===== config.mk =====
export PLATFORM = sky130hd
export DESIGN_NAME = counter_arb
export DESIGN_NICKNAME = d
export VERILOG_FILES = /design/src/rtl/counter_arb_pkg.sv /design/src/rtl/counter_arb_rr_pick.sv /design/src/rtl/counter_arb.sv
export SDC_FILE = /design/constraint.sdc
export NUM_CORES = 1
export LEC_CHECK = 0
export CORE_MARGIN = 3
export CORE_UTILIZATION = 35
export DETAILED_ROUTE_END_ITERATION = 12
export GPL_TIMING_DRIVEN = 0
export PLACE_DENSITY_LB_ADDON = 0.25
export RECOVER_POWER = 50
export SETUP_SLACK_MARGIN = 0.02
export SLEW_MARGIN = 40
export SYNTH_ARGS = -nofsm -noshare
export SYNTH_HDL_FRONTEND = slang
export SYNTH_SLANG_ARGS = --single-unit

===== constraint.sdc =====
create_clock -name clk -period 3.4 [get_ports clk]
set_clock_uncertainty 0.05 [all_clocks]
set_input_delay 0.68 -clock clk [delete_from_list [all_inputs] [get_ports clk]]
set_output_delay 0.68 -clock clk [all_outputs]
set_load 0.1 [all_outputs]

===== src/rtl/counter_arb_pkg.sv =====
// Shared types and default sizing for the counter arbiter.
// Holds the FSM state encoding and a helper that sizes owner index fields.
package counter_arb_pkg;

  localparam int DEF_NUM_REQ = 4;
  localparam int DEF_CNT_W   = 4;

  typedef enum logic [1:0] {
    ST_IDLE = 2'd0,
    ST_LOAD = 2'd1,
    ST_RUN  = 2'd2,
    ST_DONE = 2'd3
  } state_e;

  function automatic int idx_w(input int n);
    return (n > 1) ? $clog2(n) : 1;
  endfunction

endpackage


===== src/rtl/counter_arb_rr_pick.sv =====
// Combinational round-robin picker: the first requester strictly after
// last_idx, scanning upward and wrapping from NUM_REQ-1 back to 0.
module rr_pick
  import counter_arb_pkg::*;
#(
  parameter int NUM_REQ = DEF_NUM_REQ,
  parameter int IDX_W   = idx_w(NUM_REQ)
) (
  input  logic [NUM_REQ-1:0] req,
  input  logic [IDX_W-1:0]   last_idx,
  output logic [NUM_REQ-1:0] pick_oh,
  output logic [IDX_W-1:0]   pick_idx
);

  logic found;

  always_comb begin
    pick_oh  = '0;
    pick_idx = '0;
    found    = 1'b0;
    // Offset 1 is the highest priority, offset NUM_REQ (last_idx itself) the lowest.
    for (int i = 1; i <= NUM_REQ; i++) begin
      if (!found && req[(int'(last_idx) + i) % NUM_REQ]) begin
        pick_idx = IDX_W'((int'(last_idx) + i) % NUM_REQ);
        pick_oh[(int'(last_idx) + i) % NUM_REQ] = 1'b1;
        found    = 1'b1;
      end
    end
  end

endmodule


===== src/rtl/counter_arb.sv =====
// Arbitrates one shared loadable counter among NUM_REQ requesters: each
// session loads the owner's value and runs until terminal count or abort.
module counter_arb
  import counter_arb_pkg::*;
#(
  parameter int NUM_REQ = DEF_NUM_REQ,
  parameter int CNT_W   = DEF_CNT_W
) (
  input  logic                     clk,
  input  logic                     reset_n,
  input  logic [NUM_REQ-1:0]       req,
  input  logic [NUM_REQ*CNT_W-1:0] req_val,
  output logic [NUM_REQ-1:0]       gnt,
  output logic [NUM_REQ-1:0]       done,
  output logic [NUM_REQ-1:0]       abort,
  output logic                     busy,
  output logic                     cnt_load,
  output logic [CNT_W-1:0]         cnt_din,
  input  logic [CNT_W-1:0]         cnt_dout
);

  localparam int                IDX_W    = idx_w(NUM_REQ);
  localparam logic [IDX_W-1:0]  LAST_RST = IDX_W'(NUM_REQ - 1);

  state_e               state_q, state_d;
  logic [IDX_W-1:0]     owner_q, owner_d;
  logic [IDX_W-1:0]     last_q, last_d;
  logic [NUM_REQ-1:0]   gnt_q, gnt_d;
  logic [NUM_REQ-1:0]   done_q, done_d;
  logic [NUM_REQ-1:0]   abort_q, abort_d;
  logic                 busy_q, busy_d;
  logic                 cnt_load_q, cnt_load_d;
  logic [CNT_W-1:0]     cnt_din_q, cnt_din_d;

  logic [NUM_REQ-1:0]   pick_oh;
  logic [IDX_W-1:0]     pick_idx;

  rr_pick #(
    .NUM_REQ (NUM_REQ),
    .IDX_W   (IDX_W)
  ) u_rr_pick (
    .req      (req),
    .last_idx (last_q),
    .pick_oh  (pick_oh),
    .pick_idx (pick_idx)
  );

  // Outputs are computed one state ahead and registered, so each pulse
  // lines up with the state it belongs to and req never reaches cnt_load
  // combinationally.
  always_comb begin
    // NOTE: every _d signal gets a default first; a path that leaves one
    // unassigned would infer a latch.
    state_d    = state_q;
    owner_d    = owner_q;
    last_d     = last_q;
    gnt_d      = '0;
    done_d     = '0;
    abort_d    = '0;
    cnt_load_d = 1'b0;
    cnt_din_d  = '0;

    unique case (state_q)
      ST_IDLE: begin
        if (|req) begin
          state_d    = ST_LOAD;
          owner_d    = pick_idx;
          gnt_d      = pick_oh;
          cnt_load_d = 1'b1;
          cnt_din_d  = req_val[pick_idx*CNT_W +: CNT_W];
        end
      end
      ST_LOAD: state_d = ST_RUN;
      ST_RUN: begin
        // A dropped request wins over a simultaneous terminal count.
        if (!req[owner_q]) begin
          state_d          = ST_DONE;
          abort_d[owner_q] = 1'b1;
        end else if (cnt_dout == '1) begin
          state_d         = ST_DONE;
          done_d[owner_q] = 1'b1;
        end
      end
      ST_DONE: begin
        state_d = ST_IDLE;
        last_d  = owner_q;
      end
      default: state_d = ST_IDLE;
    endcase

    busy_d = (state_d != ST_IDLE);
  end

  // NOTE: sequential state uses non-blocking assignments so every flop
  // samples pre-edge values regardless of statement order.
  always_ff @(posedge clk or negedge reset_n) begin
    if (!reset_n) begin
      state_q    <= ST_IDLE;
      owner_q    <= '0;
      last_q     <= LAST_RST;
      gnt_q      <= '0;
      done_q     <= '0;
      abort_q    <= '0;
      busy_q     <= 1'b0;
      cnt_load_q <= 1'b0;
      cnt_din_q  <= '0;
    end else begin
      state_q    <= state_d;
      owner_q    <= owner_d;
      last_q     <= last_d;
      gnt_q      <= gnt_d;
      done_q     <= done_d;
      abort_q    <= abort_d;
      busy_q     <= busy_d;
      cnt_load_q <= cnt_load_d;
      cnt_din_q  <= cnt_din_d;
    end
  end

  assign gnt      = gnt_q;
  assign done     = done_q;
  assign abort    = abort_q;
  assign busy     = busy_q;
  assign cnt_load = cnt_load_q;
  assign cnt_din  = cnt_din_q;

endmodule


==> out/metrics.cfg <==
[sta]
maxSlewHeadroom = 0.182
fmax_ghz = 0.316
slew_viol_final = 0
setup_ws_ns = 0.231
hold_viol_final = 0
fin_crit_sh = 0.932
fin_crit_ns = 3.17
finalSetupViolCount = 0
tightest_slew_ns = 1.23
whs_ns = 0.568
fin_tns_setup_ns = 0

[global_routing]
grt_pass1_vias = 1341
grt_overflow_total = 0
grt_pass1_wl_um = 6150
track_usage = 0.145
grt_start_max_net_pins = 25
antenna_found_initial = 0

[placement]
place_congestion = 0.851
portBuffers = 43
placed_area_um2 = 1930
post-dp-hpwl_um = 2700
pre_cts_ws_ns = -0.381

[synth]
synth_edf_count = 0
synthesis.nets = 196
synthCells = 159
yosysMostFrequentCell = dfrtp_1
synthXorXnorAreaFrac = 0
synth_area_leaders = dfrtp_1 (36%), ha_1 (9.0%), mux2i_1 (8.5%)
synth_seq_area_share = 0.395
syn_area_um2 = 1530
synth_top_family_by_area = simple AND/OR/NAND/NOR gates
syn_avg_cell_area_um2 = 9.61
yosysUniqueCellTypes = 36
synth_top_area_cell = dfrtp_1
ys_ff_latch = 24
yosysWarnings = 0
synth_compound_area_frac = 0.163
synthSimpleGateAreaFrac = 0.172
yosysTopAreaCellShare = 0.360
synth_mux_area_frac = 0.137
yosys-top-cells-count = dfrtp_1 (22), nand2_1 (17), nor2_1 (16), mux2i_1 (13), o21ai_0 (12)
synthAdderAreaFrac = 0.0901
async_flop_share = 1.00
synth_ff_type = dfrtp_1

[cells_and_area]
final_cell_area_um2 = 2000
drive_above_1_share = 0.174
nNetsFinal = 245
seq_area_um2 = 603
nFillCells = 398
diodes = 0
utilization = 0.486
multi_input_area_um2 = 868
syn2layout_area_growth_pct = 31.0

[routing]
first_pass_iters = 4
wl_per_cell_um = 13.9
final_antenna_net_count = 0
remaining_drc_errors = 0
avgViaCountPerCell = 5.11
vias = 1313
drt_wl_total_um = 3580
first_iter_violations = 84

[setup_path]
required_ns = 3.53
r2r_slack_ns = 0.23
worstRegToRegCells = 10
arrival_ns = 3.30
end_kind = flip-flop
crit_fanout = 10
crit_type = flip-flop to flip-flop
startpoint_type = flip-flop

[floorplan]
io_pins = 44
die_area_um2 = 5190
coreArea_um2 = 4120
start_util = 0.371
die_x_um = 72.1
row_count = 23
die_height_um = 72.1

[clock_tree]
cts_sinks = 24
cts_root_buffer = clkbuf_8
clk_latency_ns = 0.26
postCtsSetupRepairBufs = 0
holdBufCountCts = 0
cts_buffers = 3
cts_buffer_depth = 2
h-tree-depth = 1
clkTransAtPathRegs_ns = 0.08
cts_tree = yes

[hold_path]
hold_path.class = flip-flop to flip-flop
holdPathStages = 2

[flow_run]
drv_cap = 0

[pwr]
p_leak_nw = 0.936
ir_drop_uv = 321
seqPwrFrac = 0.226
power_density_nw_per_um2 = 973
p_sw_frac = 0.524
comb_power_share = 0.678
p_switching_w = 0.00102
clkPwrFrac = 0.096
p_int_w = 0.000926

[run_status]
run_status = complete, no violations

## cells by family (layout without fill, tap and decap cells)
family,Yosys count,count (layout)
fa+ha+maj,11,11
flops,24,24
mux,17,17
compound gates,39,39
simple gates,53,53
buf+inv,15,63
## timing repair
| action | 4_1_cts | 5_1_grt |
|---|---|---|
| gates cloned | 0 | 1 |
| setup endpoints to repair | 5 | 5 |
| gates resized for setup | 2 | 9 |
## stage by stage
| step | std cells | total power (W) |
|---|---|---|
| floorplan | 159 | 0.00148 |
| global placement | 252 | 0.00177 |
| detailed placement | 252 | 0.00173 |
| CTS | 256 | 0.00192 |
| global route | 257 | 0.00211 |
| finish | 257 | 0.00195 |
## worst paths after layout
kind,from,to
max,last_q[0],cnt_din[2]
min,state_q[1],state_q[1]
max reg2reg,last_q[0],cnt_din[2]
min reg2reg,state_q[1],state_q[1]
max in group asynchronous,reset_n,cnt_din[0]
min in group asynchronous,reset_n,done[1]
## registers in the layout, indices dropped and copies added (netlist names)
signal	count
busy	1
gnt	4
state_q	2
cnt_load	1
abort	4
done	4
owner_q	2
last_q	2
cnt_din	4
## critical path, cell delays in order (launching register included)
cell	delay (ns)
dfstp_2	0.60
buf_6	0.16
clkbuf_4	0.21
inv_1	0.13
ha_1	0.34
mux4_2	0.29
nor2b_4	0.16
o21a_1	0.18
or4_4	0.53
a21o_1	0.25
o22ai_1	0.19
## cell type report
class	count	share of cell area
Buffer	9	0.0263
Clock buffer	4	0.0275
Inverter	6	0.0113
Multi-Input combinational cell	120	0.434
Sequential cell	24	0.301
Tap cell	50	0.0313
Timing Repair Buffer	44	0.168
## power by group through the flow
stage / sequential, W / combinational (W) / clock, W
2_1_floorplan: 0.000810 / 0.000668 / 0
3_3_place_gp: 0.000450 / 0.00132 / 0
3_5_place_dp: 0.000447 / 0.00128 / 0
4_1_cts: 0.000442 / 0.00129 / 0.000194
5_1_grt: 0.000455 / 0.00145 / 0.000207
6_report: 0.000440 / 0.00132 / 0.000187
## cell usage in the layout, fill, tap and decap left out, types with 3 or more instances in the layout
master	n
nand2_1	17
o22ai_1	4
dlygate4sd3_1	3
ha_1	11
buf_2	17
clkbuf_8	4
nor2_1	16
nor3_1	5
o21ai_0	11
clkdlybuf4s50_1	21
mux4_2	3
a221o_1	4
inv_1	6
clkbuf_1	8
mux2i_1	13
a21oi_1	9
dfrtp_1	22
## per-layer routing
layer | part of all wire | GRT usage
met1 | 0.48 | 0.187
met2 | 0.46 | 0.250
met3 | 0.054 | 0.0166
met4 | 0.015 | 0.0543
met5 | 0 | 0
No activity file was read; power rests on OpenSTA's default activity.
